<file path="src/rtl/vga_frame_capture.sv">
// VGA link receiver: synchronises rgb/h_sync/v_sync and writes one frame into a 64K x 3 frame RAM.
// Optional line-length checker enabled by defining VGA_CAP_TIMING_CHECK_EN.
module vga_frame_capture #(
  parameter int   H_BACK   = 48,
  parameter int   H_ACTIVE = 256,
  parameter int   H_TOTAL  = 400,
  parameter int   V_BACK   = 33,
  parameter int   V_ACTIVE = 480,
  parameter logic SYNC_POL = 1'b0
) (
  input  logic        clk,
  input  logic        reset_n,
  input  logic [2:0]  rgb_in,
  input  logic        h_sync,
  input  logic        v_sync,
  input  logic        capture_en,
  output logic        wr_ena,
  output logic [15:0] addr,
  output logic [2:0]  data,
  output logic        frame_done,
  output logic        busy,
  output logic        timing_err
);

  localparam int HW = $clog2(H_BACK + H_ACTIVE + 1);
  localparam logic [HW-1:0] PIX_START = HW'(H_BACK);
  localparam logic [HW-1:0] PIX_END   = HW'(H_BACK + H_ACTIVE);

  typedef enum logic [2:0] {S_IDLE, S_ARMED, S_VBACK, S_ACTIVE, S_DONE} state_t;

  state_t        state_q, state_d;
  logic [8:0]    line_q, line_d;
  logic [HW-1:0] hcnt_q, hcnt_d, hpos;
  logic [2:0]    rgb1_q, rgb2_q;
  logic          hs1_q, hs2_q, hs3_q;
  logic          vs1_q, vs2_q, vs3_q;
  logic          wr_q, wr_d;
  logic [15:0]   addr_q, addr_d;
  logic [2:0]    data_q;
  logic          h_deassert, v_deassert, in_window, line_err;
  logic [7:0]    pix;

  // hs3/vs3 hold the previous synchronised sample so edges see equal delay on all three inputs
  always_ff @(posedge clk) begin
    if (!reset_n) begin
      rgb1_q <= '0;
      rgb2_q <= '0;
      hs1_q  <= ~SYNC_POL;
      hs2_q  <= ~SYNC_POL;
      hs3_q  <= ~SYNC_POL;
      vs1_q  <= ~SYNC_POL;
      vs2_q  <= ~SYNC_POL;
      vs3_q  <= ~SYNC_POL;
    end else begin
      rgb1_q <= rgb_in;
      rgb2_q <= rgb1_q;
      hs1_q  <= h_sync;
      hs2_q  <= hs1_q;
      hs3_q  <= hs2_q;
      vs1_q  <= v_sync;
      vs2_q  <= vs1_q;
      vs3_q  <= vs2_q;
    end
  end

  assign h_deassert = (hs3_q == SYNC_POL) && (hs2_q != SYNC_POL);
  assign v_deassert = (vs3_q == SYNC_POL) && (vs2_q != SYNC_POL);

  // hpos = clocks since the last h_sync deassert edge, saturating just past the active window
  always_comb begin
    hpos   = h_deassert ? '0 : hcnt_q;
    hcnt_d = hcnt_q;
    if (h_deassert)
      hcnt_d = HW'(1);
    else if (hcnt_q != PIX_END)
      hcnt_d = hcnt_q + HW'(1);
  end

  assign in_window = (hpos >= PIX_START) && (hpos < PIX_END);
  assign pix       = 8'(hpos - PIX_START);

  always_comb begin
    state_d = state_q;
    line_d  = line_q;
    case (state_q)
      S_IDLE: begin
        if (capture_en) state_d = S_ARMED;
      end
      S_ARMED: begin
        if (!capture_en) begin
          state_d = S_IDLE;
        end else if (v_deassert) begin
          state_d = S_VBACK;
          line_d  = '0;
        end
      end
      S_VBACK: begin
        if (v_deassert) begin
          line_d = '0;
        end else if (h_deassert) begin
          if (line_q == 9'(V_BACK - 1)) begin
            state_d = S_ACTIVE;
            line_d  = '0;
          end else begin
            line_d = line_q + 9'd1;
          end
        end
      end
      S_ACTIVE: begin
        if (v_deassert) begin
          state_d = S_VBACK;
          line_d  = '0;
        end else if (h_deassert) begin
          if (line_q == 9'(V_ACTIVE - 1)) state_d = S_DONE;
          else                            line_d  = line_q + 9'd1;
        end
      end
      S_DONE: begin
        line_d  = '0;
        state_d = capture_en ? S_ARMED : S_IDLE;
      end
      default: state_d = S_IDLE;
    endcase
    if (line_err) begin
      state_d = S_ARMED;
      line_d  = '0;
    end
  end

  // odd lines duplicate the even line above them, so only even lines are stored
  assign wr_d   = (state_q == S_ACTIVE) && in_window && !line_q[0];
  assign addr_d = {line_q[8:1], pix};

  always_ff @(posedge clk) begin
    if (!reset_n) begin
      state_q <= S_IDLE;
      line_q  <= '0;
      hcnt_q  <= '0;
      wr_q    <= 1'b0;
      addr_q  <= '0;
      data_q  <= '0;
    end else begin
      state_q <= state_d;
      line_q  <= line_d;
      hcnt_q  <= hcnt_d;
      wr_q    <= wr_d;
      addr_q  <= wr_d ? addr_d : addr_q;
      data_q  <= wr_d ? rgb2_q : data_q;
    end
  end

  assign wr_ena     = wr_q;
  assign addr       = addr_q;
  assign data       = data_q;
  assign frame_done = (state_q == S_DONE);
  assign busy       = (state_q == S_VBACK) || (state_q == S_ACTIVE);

`ifdef VGA_CAP_TIMING_CHECK_EN
  localparam int LW = $clog2(H_TOTAL + 2);

  logic [LW-1:0] lcnt_q;
  logic          seen_q, err_q, capen_prev_q, h_assert;

  assign h_assert = (hs3_q != SYNC_POL) && (hs2_q == SYNC_POL);
  // only a line bounded by two assert edges inside the frame is measured
  assign line_err = busy && h_assert && seen_q && (lcnt_q != LW'(H_TOTAL));

  always_ff @(posedge clk) begin
    if (!reset_n) begin
      lcnt_q       <= '0;
      seen_q       <= 1'b0;
      err_q        <= 1'b0;
      capen_prev_q <= 1'b0;
    end else begin
      capen_prev_q <= capture_en;
      if (h_assert)
        lcnt_q <= LW'(1);
      else if (lcnt_q != {LW{1'b1}})
        lcnt_q <= lcnt_q + LW'(1);
      if (!busy || line_err)
        seen_q <= 1'b0;
      else if (h_assert)
        seen_q <= 1'b1;
      if (line_err)
        err_q <= 1'b1;
      else if (capture_en && !capen_prev_q)
        err_q <= 1'b0;
    end
  end

  assign timing_err = err_q;
`else
  assign line_err   = 1'b0;
  assign timing_err = 1'b0;
`endif

endmodule

</file>
<file path="config.mk">
export PLATFORM = sky130hd
export DESIGN_NAME = vga_frame_capture
export DESIGN_NICKNAME = d
export VERILOG_FILES = /design/src/rtl/vga_frame_capture.sv
export SDC_FILE = /design/constraint.sdc
export NUM_CORES = 1
export LEC_CHECK = 0
export ABC_AREA = 1
export ABC_CLOCK_PERIOD_IN_PS = 2009
export CORE_ASPECT_RATIO = 0.7
export CORE_MARGIN = 5
export CORE_UTILIZATION = 59
export DETAILED_ROUTE_END_ITERATION = 12
export DONT_BUFFER_PORTS = 1
export PLACE_DENSITY = 0.75
export SETUP_SLACK_MARGIN = 0.2
export SYNTH_ARGS = -nofsm -noshare
export SYNTH_HDL_FRONTEND = slang
export SYNTH_SLANG_ARGS = --single-unit
</file>
<file path="constraint.sdc">
create_clock -name clk -period 2.01 [get_ports clk]
set_input_delay 0.402 -clock clk [delete_from_list [all_inputs] [get_ports clk]]
set_output_delay 0.402 -clock clk [all_outputs]
set_load 0.02 [all_outputs]
</file>
==> results of run 1 <==
[power by group]
group | internal (uW) | leakage [uW] | switching [uW]
clock network | 248 | 0.0000445 | 363
logic | 285 | 0.000826 | 518
registers | 1120 | 0.000432 | 97.9
total | 1650 | 0.00130 | 979
[state kept, by name, summed over array words and instances, names as in the netlist]
signal / cells
rgb2_q: 3
data: 3
state_q: 3
hs2_q: 1
vs1_q: 1
line_q: 9
wr_ena: 1
rgb1_q: 3
vs2_q: 1
addr: 16
hs1_q: 1
hcnt_q: 9
hs3_q: 1
vs3_q: 1
[stage by stage]
stage	hold slack [ns]	worst slack, ns
after floorplan	0.3905	0.4806
after global placement	0.3934	0.3435
after detailed placement	0.3983	0.2486
after CTS	0.1617	0.2253
after global routing	0.1523	0.1719
final	0.1693	0.3200
[cells by family (layout without fill, tap and decap cells)]
group | Yosys count | count (layout)
XOR/XNOR | 3 | 3
flip-flops | 53 | 53
adder cells (fa/ha/maj) | 5 | 5
other | 1 | 1
AND/OR/NAND/NOR | 209 | 211
AO/OA/AOI/OAI | 36 | 36
buffers and inverters | 63 | 65
[per-layer routing]
layer	vias up	global-route usage [%]	share of wire, %	wire length [um]
met1	971	27.91	52	2845
met3	6	6.371	8.1	444
li1	1163	-	-	-
met5	-	0	0	0
met4	0	6.226	0.93	51
met2	69	24.09	39	2136
[what timing repair did]
action / CTS / global route
endpoints found under the hold margin: 0 / 0
resized for setup: 0 / 8
setup endpoints to repair: 0 / 22
setup buffers: 0 / 3
[cell usage after synthesis, drive strengths merged]
cell type | n | area share [%]
a21oi | 17 | 3.8
a31oi | 1 | 0.24
and2 | 1 | 0.24
buf | 9 | 3.0
clkbuf | 2 | 1.0
conb | 1 | 0.14
dfxtp | 53 | 40
ha | 5 | 2.4
inv | 52 | 7.4
nand2 | 106 | 16
nand3 | 38 | 7.6
nand3b | 1 | 0.29
nand4 | 5 | 1.2
nor2 | 48 | 9.0
nor3 | 4 | 0.76
nor3b | 1 | 0.29
nor4 | 1 | 0.24
o21ai | 17 | 3.5
o221ai | 1 | 0.33
or2 | 4 | 0.95
xor2 | 3 | 1.0
[worst max-delay path: stages, from the launching register on]
cell	delay [ns]
dfxtp_1	0.48
nand2_2	0.08
nor2_2	0.10
nand2_1	0.09
a21oi_2	0.35
nand2_8	0.16
nor2_4	0.24
nand2_1	0.09
nand2_1	0.06
[worst max path at each step]
stage	startpoint	to	slack, ns
final	state_q[0]$_SDFFE_PN0P_	addr[9]$_SDFFE_PN0P_	0.32
after global routing	hs2_q$_SDFF_PN1_	addr[8]$_SDFFE_PN0P_	0.17
after floorplan	hs2_q$_SDFF_PN1_	addr[12]$_SDFFE_PN0P_	0.48
after global placement	hs2_q$_SDFF_PN1_	addr[6]$_SDFFE_PN0P_	0.34
after CTS	hs2_q$_SDFF_PN1_	addr[6]$_SDFFE_PN0P_	0.23
after detailed placement	hs2_q$_SDFF_PN1_	addr[6]$_SDFFE_PN0P_	0.25
[final cells by class]
class	instances	area, um2	area share [%]
multi-input cells	256	1313	47.42
flip-flops and latches	53	1064	38.43
inverters	52	195.2	7.052
clock buffers	5	68.82	2.486
well taps	55	68.82	2.486
repair buffers	5	37.54	1.356
clock inverters	3	21.27	0.7685
==> impl_metrics.csv, run 1 <==
group,metric,value,unit
run_status,outcome,"completed",
cells_and_area,syn_to_final_growth,5.283,%
worst_hold_path,hp-class,"input port to register",
critical_path,cp.arrival,1.95,ns
critical_path,cp.required,2.27,ns
cells_and_area,fillCellCount,410,
sta,min_period_over_period,84.08,%
synthesis,yosys_warnings,0,
worst_hold_path,worstHoldPathCells,1,
cells_and_area,post_route_cells_drive_above_1_share,14.44,%
detailed_routing,drcViolationCount,0,
floorplan,core-area,0.004329,mm2
critical_path,critical_path_class,"register to register",
place,placed_area,0.002606,mm2
cts,cts_tree,"built",
detailed_routing,wl_per_cell,12.77,um
synthesis,synth_adder_area_share,2.380,%
floorplan,start_util,60.72,%
sta,finalClockSkew,0.01041,ns
synthesis,synth_nets,383,
floorplan,rows,20,
sta,fmax,591.7,MHz
floorplan,die_w,89.78,um
synthesis,synth_area_per_cell,7.105,um2
cells_and_area,utilization,63.93,%
cells_and_area,nets,386,
synthesis,ys_types,34,
detailed_routing,postRouteWirelength,5.477,mm
cts,holdBufCountCts,0,
cells_and_area,instances_no_fill,429,
detailed_routing,final_antenna_net_count,0,
sta,worst_pin_slew,0.6669,ns
sta,setup_viol,0,
cells_and_area,post-route-cell-area,0.002768,mm2
worst_hold_path,holdPathEnd,"hs3_q$_SDFF_PN1_",
critical_path,reg2reg_from,"state_q[0]$_SDFFE_PN0P_",
critical_path,reg2reg_depth,8,
grt,grt_max_degree,36,
cells_and_area,num_antenna_cells,0,
place,placed_cells,416,
sta,fin_crit,1.690,ns
power_and_ir_drop,max-vdd-ir-drop,0.5769,mV
synthesis,synthSimpleGateAreaFrac,36.74,%
place,numPortBuffers,0,
floorplan,die-area,0.005912,mm2
run,drv_cap,0,
synthesis,syn_area,0.002629,mm2
cts,h-tree-depth,2,
grt,grt_pass1_vias,1830,
cts,root_buffer,"clkbuf_8",
detailed_routing,first_pass_iters,5,
sta,rsz0062_at_grt,"no",
detailed_routing,vias,2209,
critical_path,r2r_slack,0.32,ns
cts,worstSkewPairLatency,0.31,ns
detailed_routing,viasPerCell,5.149,
power_and_ir_drop,power_density,949.6,mW/mm2
synthesis,ys_seq_elements,53,
synthesis,yosysSeqAreaShare,40.36,%
place,gp_congestion,0.9172,
place,place_hpwl,3.862,mm
sta,finalMaxSlewViolations,0,
grt,grt_usage,18.58,%
power_and_ir_drop,leakagePower,0.001302,uW
cts,clock_sink_count,53,
sta,hold_viol_final,0,
grt,antenna_found_initial,0,
worst_hold_path,min_from,"reset_n",
synthesis,synth_compound_area_share,7.901,%
floorplan,die_y,65.85,um
detailed_routing,first_iter_violations,142,
cts,cts_buffers,5,
synthesis,synth_top_family_by_area,"simple AND/OR/NAND/NOR gates",
critical_path,setup.worst_path.end_class,"register",
grt,grt_first_pass_wirelength,8.852,mm
critical_path,critPathLaunchType,"register",
sta,fin_setup_tns,0,ns
cts,clk_pin_slew_worst_paths,0.10,ns
critical_path,crit_fanout,10,
synthesis,synthXorXnorAreaFrac,0.9995,%
critical_path,r2r-end,"addr[9]$_SDFFE_PN0P_",
grt,grt-ovfl-total,0,
sta,relSlewSlack,55.49,%
cells_and_area,final_cell_mix,"nand2_1, dfxtp_1, inv_1",
cells_and_area,final_common_cell,"nand2_1",
synthesis,synthMuxAreaShare,0,%
cts,clockBufferDepth,2,
power_and_ir_drop,total_power,2628,uW
floorplan,io_pins,31,
synthesis,synthCells,370,
No activity file was read; power rests on OpenSTA's default activity.
==> run 2, diff against run 1 <==
--- a/config.mk
+++ b/config.mk
@@ -6,7 +6,7 @@
 export NUM_CORES = 1
 export LEC_CHECK = 0
 export ABC_AREA = 1
-export ABC_CLOCK_PERIOD_IN_PS = 2009
+export ABC_CLOCK_PERIOD_IN_PS = 1600
 export CORE_ASPECT_RATIO = 0.7
 export CORE_MARGIN = 5
 export CORE_UTILIZATION = 59
==> constraint.sdc (replaced) <==
create_clock -name clk -period 1.6 [get_ports clk]
set_input_delay 0.32 -clock clk [delete_from_list [all_inputs] [get_ports clk]]
set_output_delay 0.32 -clock clk [all_outputs]
set_load 0.02 [all_outputs]
==> impl_metrics.csv, run 2 (synthesized netlist as in run 1, its figures left out) <==
group,metric,value,unit
critical_path,slowest_delay,0.34,ns
detailed_routing,wl_per_cell,15.63,um
grt,grt_max_degree,36,
run_status,outcome,"finished with violations",
detailed_routing,final_antenna_net_count,0,
critical_path,cp.arrival,1.90,ns
grt,grt_first_pass_wirelength,10.82,mm
worst_hold_path,hp-class,"input port to register",
sta,min_period_over_period,102.1,%
grt,use_met3,5.688,%
cts,cts_tree,"built",
critical_path,critical_path_class,"register to register",
sta,rsz0062_at_grt,"yes",
critical_path,setup.worst_path.end_class,"register",
power_and_ir_drop,leakagePower,0.001550,uW
sta,fin_setup_tns,-0.03712,ns
sta,fin_ws,-0.03394,ns
critical_path,critPathLaunchType,"register",
power_and_ir_drop,max-vdd-ir-drop,1.025,mV
sta,whs,0.07500,ns
sta,setup_viol,2,
cells_and_area,post_route_cells_drive_above_1_share,39.71,%
cells_and_area,num_antenna_cells,0,
cts,holdBufCountCts,0,
grt,grt_pass1_vias,2273,
run,drv_cap,0,
critical_path,r2r_slack,-0.03,ns
sta,finalMaxSlewViolations,0,
place,gp_congestion,0.8975,
power_and_ir_drop,power_density,1196,mW/mm2
grt,antenna_found_initial,0,
grt,grt-ovfl-total,0,
place,numPortBuffers,0,
detailed_routing,postRouteWirelength,7.314,mm
floorplan,core-area,0.004329,mm2
cts,cts_buffers,5,
cts,clockBufferDepth,2,
cells_and_area,ff_latch_area,0.001089,mm2
critical_path,crit_family,"simple AND/OR/NAND/NOR gates",
sta,finalClockSkew,0.008078,ns
sta,relSlewSlack,52.74,%
place,place_hpwl,4.060,mm
detailed_routing,vias,2568,
place,placed_area,0.002770,mm2
cts,root_buffer,"clkbuf_8",
floorplan,die-area,0.005912,mm2
critical_path,crit_fanout,8,
floorplan,start_util,60.72,%
cells_and_area,largest_reg_flops,16,
grt,grtUsageMet1,30.26,%
grt,met2_usage,35.04,%
power_and_ir_drop,total_power,4073,uW
critical_path,cp_num_buf_inv,3,
sta,fmax,612.0,MHz
cells_and_area,multi_input_area,0.001583,mm2
detailed_routing,first_iter_violations,249,
floorplan,io_pins,31,
critical_path,cp.required,1.87,ns
critical_path,slowest_stage,"dfxtp_2",
detailed_routing,viasPerCell,5.487,
floorplan,die_y,65.85,um
cts,clk_pin_slew_worst_paths,0.11,ns
sta,hold_viol_final,0,
cells_and_area,final_common_cell,"nand2_1",
critical_path,worstPathCellList,"buf_4, buf_4, nand2_2, buf_6, o21ai_1, nand2_4, nand2_8, nor2_4, nand2_1, nand2_1",
cells_and_area,final_cell_mix,"nand2_1, dfxtp_1, inv_1",
detailed_routing,drcViolationCount,0,
cells_and_area,fillCellCount,278,
grt,grt.busiest_layer,"met2",
cts,h-tree-depth,2,
detailed_routing,first_pass_iters,5,
run_status,violations,"negative setup slack",
sta,fin_crit,1.634,ns
cts,clock_sink_count,53,
cts,worstSkewPairLatency,0.32,ns
floorplan,die_w,89.78,um
floorplan,rows,20,
sta,worst_pin_slew,0.7081,ns
cells_and_area,syn_to_final_growth,29.51,%
grt,grt_usage,22.68,%
cells_and_area,post-route-cell-area,0.003405,mm2
cells_and_area,nets,425,
[run 2: changes by cell type in the layout (fill, tap and decap cells not counted), moves of 5 or more]
cell | before | now
buf_4 | 5 | 32
buf_6 | 0 | 11
dfxtp_1 | 51 | 41
dfxtp_2 | 2 | 7
dfxtp_4 | 0 | 5
inv_1 | 49 | 36
inv_2 | 3 | 13
nand2_1 | 97 | 73
nand2_2 | 6 | 28
nand3_1 | 36 | 31
nor2_1 | 36 | 27
nor2_4 | 4 | 14
o21ai_0 | 13 | 8
[run 2: layout make-up]
cell class	count	share of cell area (%)
Tap cell	55	2.021
Clock inverter	3	0.7718
Timing Repair Buffer	43	10.69
Clock buffer	5	2.021
Sequential cell	53	31.97
Multi-Input combinational cell	257	46.49
Inverter	52	6.027
[run 2: per-stage QoR]
step / setup WS [ns] / util [%] / cells
2_1_floorplan: 0.1262 / - / 370
3_3_place_gp: -0.03835 / 63.99 / 436
3_5_place_dp: -0.1067 / 63.99 / 436
4_1_cts: 0.02323 / 73.18 / 459
5_1_grt: -0.1464 / 78.64 / 468
6_report: -0.03394 / 78.64 / 468
[run 2: layer usage]
metal	up-vias	part of all wire (%)
li1	1250	-
met1	1147	41
met2	139	45
met3	32	10
met4	0	4.1
met5	-	0
[run 2: path summary, 6_finish.rpt]
kind	startpoint	to	cells after the start
hold / removal	reset_n	vs3_q$_SDFF_PN1_	1
hold reg to reg	vs1_q$_SDFF_PN1_	vs2_q$_SDFF_PN1_	1
setup reg to reg	hs2_q$_SDFF_PN1_	addr[4]$_SDFFE_PN0P_	10
setup / recovery	hs2_q$_SDFF_PN1_	addr[4]$_SDFFE_PN0P_	10
[run 2: repair_timing]
action / in CTS / in global routing
endpoints found under the setup margin: 35 / 37
resized for setup: 62 / 54
cloned: 3 / 0
buffers inserted: 12 / 9
pin swaps: 32 / 27
[run 2: power breakdown]
| group | switching (uW) | internal (uW) | leakage [uW] |
|---|---|---|---|
| sequential | 101 | 1420 | 0.000436 |
| combinational | 1040 | 718 | 0.00107 |
| clock | 483 | 319 | 0.0000423 |
| total | 1620 | 2450 | 0.00155 |
[run 2: worst register-to-register path, cell delays in order, from the launching register on]
cell and delay [ns]:
dfxtp_2 0.34, buf_4 0.12, buf_4 0.12, nand2_2 0.08, buf_6 0.15, o21ai_1 0.12, nand2_4 0.12, nand2_8 0.08
nor2_4 0.28, nand2_1 0.11, nand2_1 0.08
==> run 3, diff against run 2 <==
==> constraint.sdc (replaced) <==
create_clock -name clk -period 1.6 [get_ports clk]
set_input_delay 0.32 -clock clk [delete_from_list [all_inputs] [get_ports clk]]
set_output_delay 0.32 -clock clk [all_outputs]
set_load 0.005 [all_outputs]
==> impl_metrics.csv, run 3 (synthesized netlist as in run 1, its figures left out) <==
group,metric,value,unit
run_status,outcome,"finished with violations",
run_status,violations,"negative setup slack",
floorplan,core-area,0.004329,mm2
floorplan,start_util,60.72,%
power_and_ir_drop,power_density,1272,mW/mm2
floorplan,die_y,65.85,um
grt,grt_pass1_vias,2288,
cells_and_area,num_antenna_cells,0,
cts,h-tree-depth,2,
critical_path,setup.worst_path.end_class,"register",
floorplan,die_w,89.78,um
sta,finalMaxSlewViolations,0,
sta,hold_viol_final,0,
critical_path,cp.required,1.78,ns
cts,clock_sink_count,53,
power_and_ir_drop,max-vdd-ir-drop,0.9433,mV
worst_hold_path,worstHoldPathCells,1,
worst_hold_path,holdPathEnd,"vs3_q$_SDFF_PN1_",
cells_and_area,nets,420,
place,place_hpwl,4.230,mm
sta,fin_crit,1.610,ns
floorplan,rows,20,
critical_path,critical_path_class,"register to register",
cts,worstSkewPairLatency,0.33,ns
sta,fmax,621.3,MHz
cells_and_area,utilization,80.87,%
cts,cts_tree,"built",
cells_and_area,syn_to_final_growth,33.17,%
detailed_routing,wl_per_cell,16.88,um
cells_and_area,final_common_cell,"nand2_1",
sta,fin_ws,-0.009652,ns
power_and_ir_drop,clkPwrFrac,18.4,%
power_and_ir_drop,cell_internal_pwr,2585,uW
sta,rsz0062_at_grt,"yes",
critical_path,startpoint,"vs3_q$_SDFF_PN1_",
power_and_ir_drop,seq_power_share,35.1,%
cts,root_buffer,"clkbuf_8",
critical_path,critPathLaunchType,"register",
critical_path,reg2reg_from,"vs3_q$_SDFF_PN1_",
cts,holdBufCountCts,0,
cts,clockBufferDepth,2,
grt,grt_usage,23.30,%
run,drv_cap,0,
grt,grt-ovfl-total,0,
worst_hold_path,min_from,"reset_n",
sta,relSlewSlack,50.32,%
detailed_routing,first_iter_violations,246,
cts,cts_buffers,5,
cells_and_area,final_cell_mix,"nand2_1, inv_1, dfxtp_1",
detailed_routing,postRouteWirelength,7.817,mm
sta,setup_viol,1,
cells_and_area,post_route_cells_drive_above_1_share,41.91,%
grt,antenna_found_initial,0,
place,numPortBuffers,0,
detailed_routing,drcViolationCount,0,
sta,finalClockSkew,0.007545,ns
worst_hold_path,hp-class,"input port to register",
cells_and_area,largest_reg_flops,16,
cts,clk_pin_slew_worst_paths,0.11,ns
sta,min_period_over_period,100.6,%
critical_path,r2r-end,"line_q[2]$_SDFFE_PN0P_",
cells_and_area,instances_no_fill,463,
power_and_ir_drop,netSwitchingPower,1868,uW
detailed_routing,first_pass_iters,5,
grt,grt_first_pass_wirelength,11.07,mm
critical_path,r2r_slack,-0.01,ns
detailed_routing,final_antenna_net_count,0,
power_and_ir_drop,swShare,41.95,%
power_and_ir_drop,combPwrFrac,46.4,%
power_and_ir_drop,leakagePower,0.001628,uW
detailed_routing,vias,2602,
floorplan,die-area,0.005912,mm2
critical_path,crit_fanout,6,
place,gp_congestion,0.9032,
place,placed_cells,432,
detailed_routing,viasPerCell,5.620,
floorplan,io_pins,31,
critical_path,cp.arrival,1.79,ns
grt,grt_max_degree,36,
sta,worst_pin_slew,0.7443,ns
critical_path,reg2reg_depth,11,
-- run 3: power groups by stage --
stage	Clock, uW	Sequential [uW]	Combinational, uW
global route	896	1570	2180
global placement	0	1530	1000
detailed placement	0	1540	1020
floorplan	0	1490	853
finish	821	1560	2070
CTS	825	1540	1450
-- run 3: how the worst max path moves through the flow --
stage                              to  slack [ns]  depth (start not counted)
6_report       line_q[2]$_SDFFE_PN0P_       -0.01                         11
5_1_grt          addr[7]$_SDFFE_PN0P_       -0.07                         11
4_1_cts          addr[5]$_SDFFE_PN0P_        0.06                         12
3_5_place_dp   line_q[1]$_SDFFE_PN0P_       -0.11                          9
3_3_place_gp   line_q[1]$_SDFFE_PN0P_       -0.02                          9
2_1_floorplan   addr[12]$_SDFFE_PN0P_        0.13                         13
-- run 3: per-layer routing --
layer / vias to the layer above / track usage, % / wire length, um
li1: 1239 / - / -
met1: 1203 / 31.40 / 3346
met2: 124 / 36.04 / 3458
met3: 36 / 6.371 / 719
met4: 0 / 8.113 / 293
met5: - / 0 / 0
-- run 3: area by class of cell --
class / count / area [um2]
clock buffers: 5 / 68.82
well taps: 55 / 68.82
inverters: 52 / 205.2
fillers: 275 / 828.3
clock inverters: 3 / 26.28
multi-input cells: 256 / 1678
flip-flops and latches: 53 / 1104
repair buffers: 39 / 350.3
-- run 3: worst max-delay path, stage by stage, from the launching register on --
cell and delay, ns:
dfxtp_2 0.35, inv_1 0.10, nand2_2 0.12, nand2_4 0.11
inv_2 0.04, nand2_2 0.09, nand3_4 0.11, nor2_4 0.19
buf_6 0.18, nand2_2 0.06, o21ai_2 0.06, nor2_1 0.06
-- run 3: through the flow --
step	hold WS (ns)	area, um2	power, uW	worst slack (ns)	TNS, ns
2_1_floorplan	0.3905	2643	2347	0.1262	0
3_3_place_gp	0.3925	2740	2535	-0.02386	-0.03799
4_1_cts	0.05440	3112	3815	0.05920	0
6_report	0.05665	3501	4453	-0.009652	-0.009652
5_1_grt	0.05972	3501	4650	-0.07103	-0.6980
3_5_place_dp	0.3967	2740	2556	-0.1083	-0.4471
-- run 3: what timing repair did --
action                                  4_1_cts  5_1_grt
endpoints found under the setup margin       35       38
buffers inserted                             12        9
gates cloned                                  2        0
gates resized for setup                      53       97
pin swaps                                    23       42
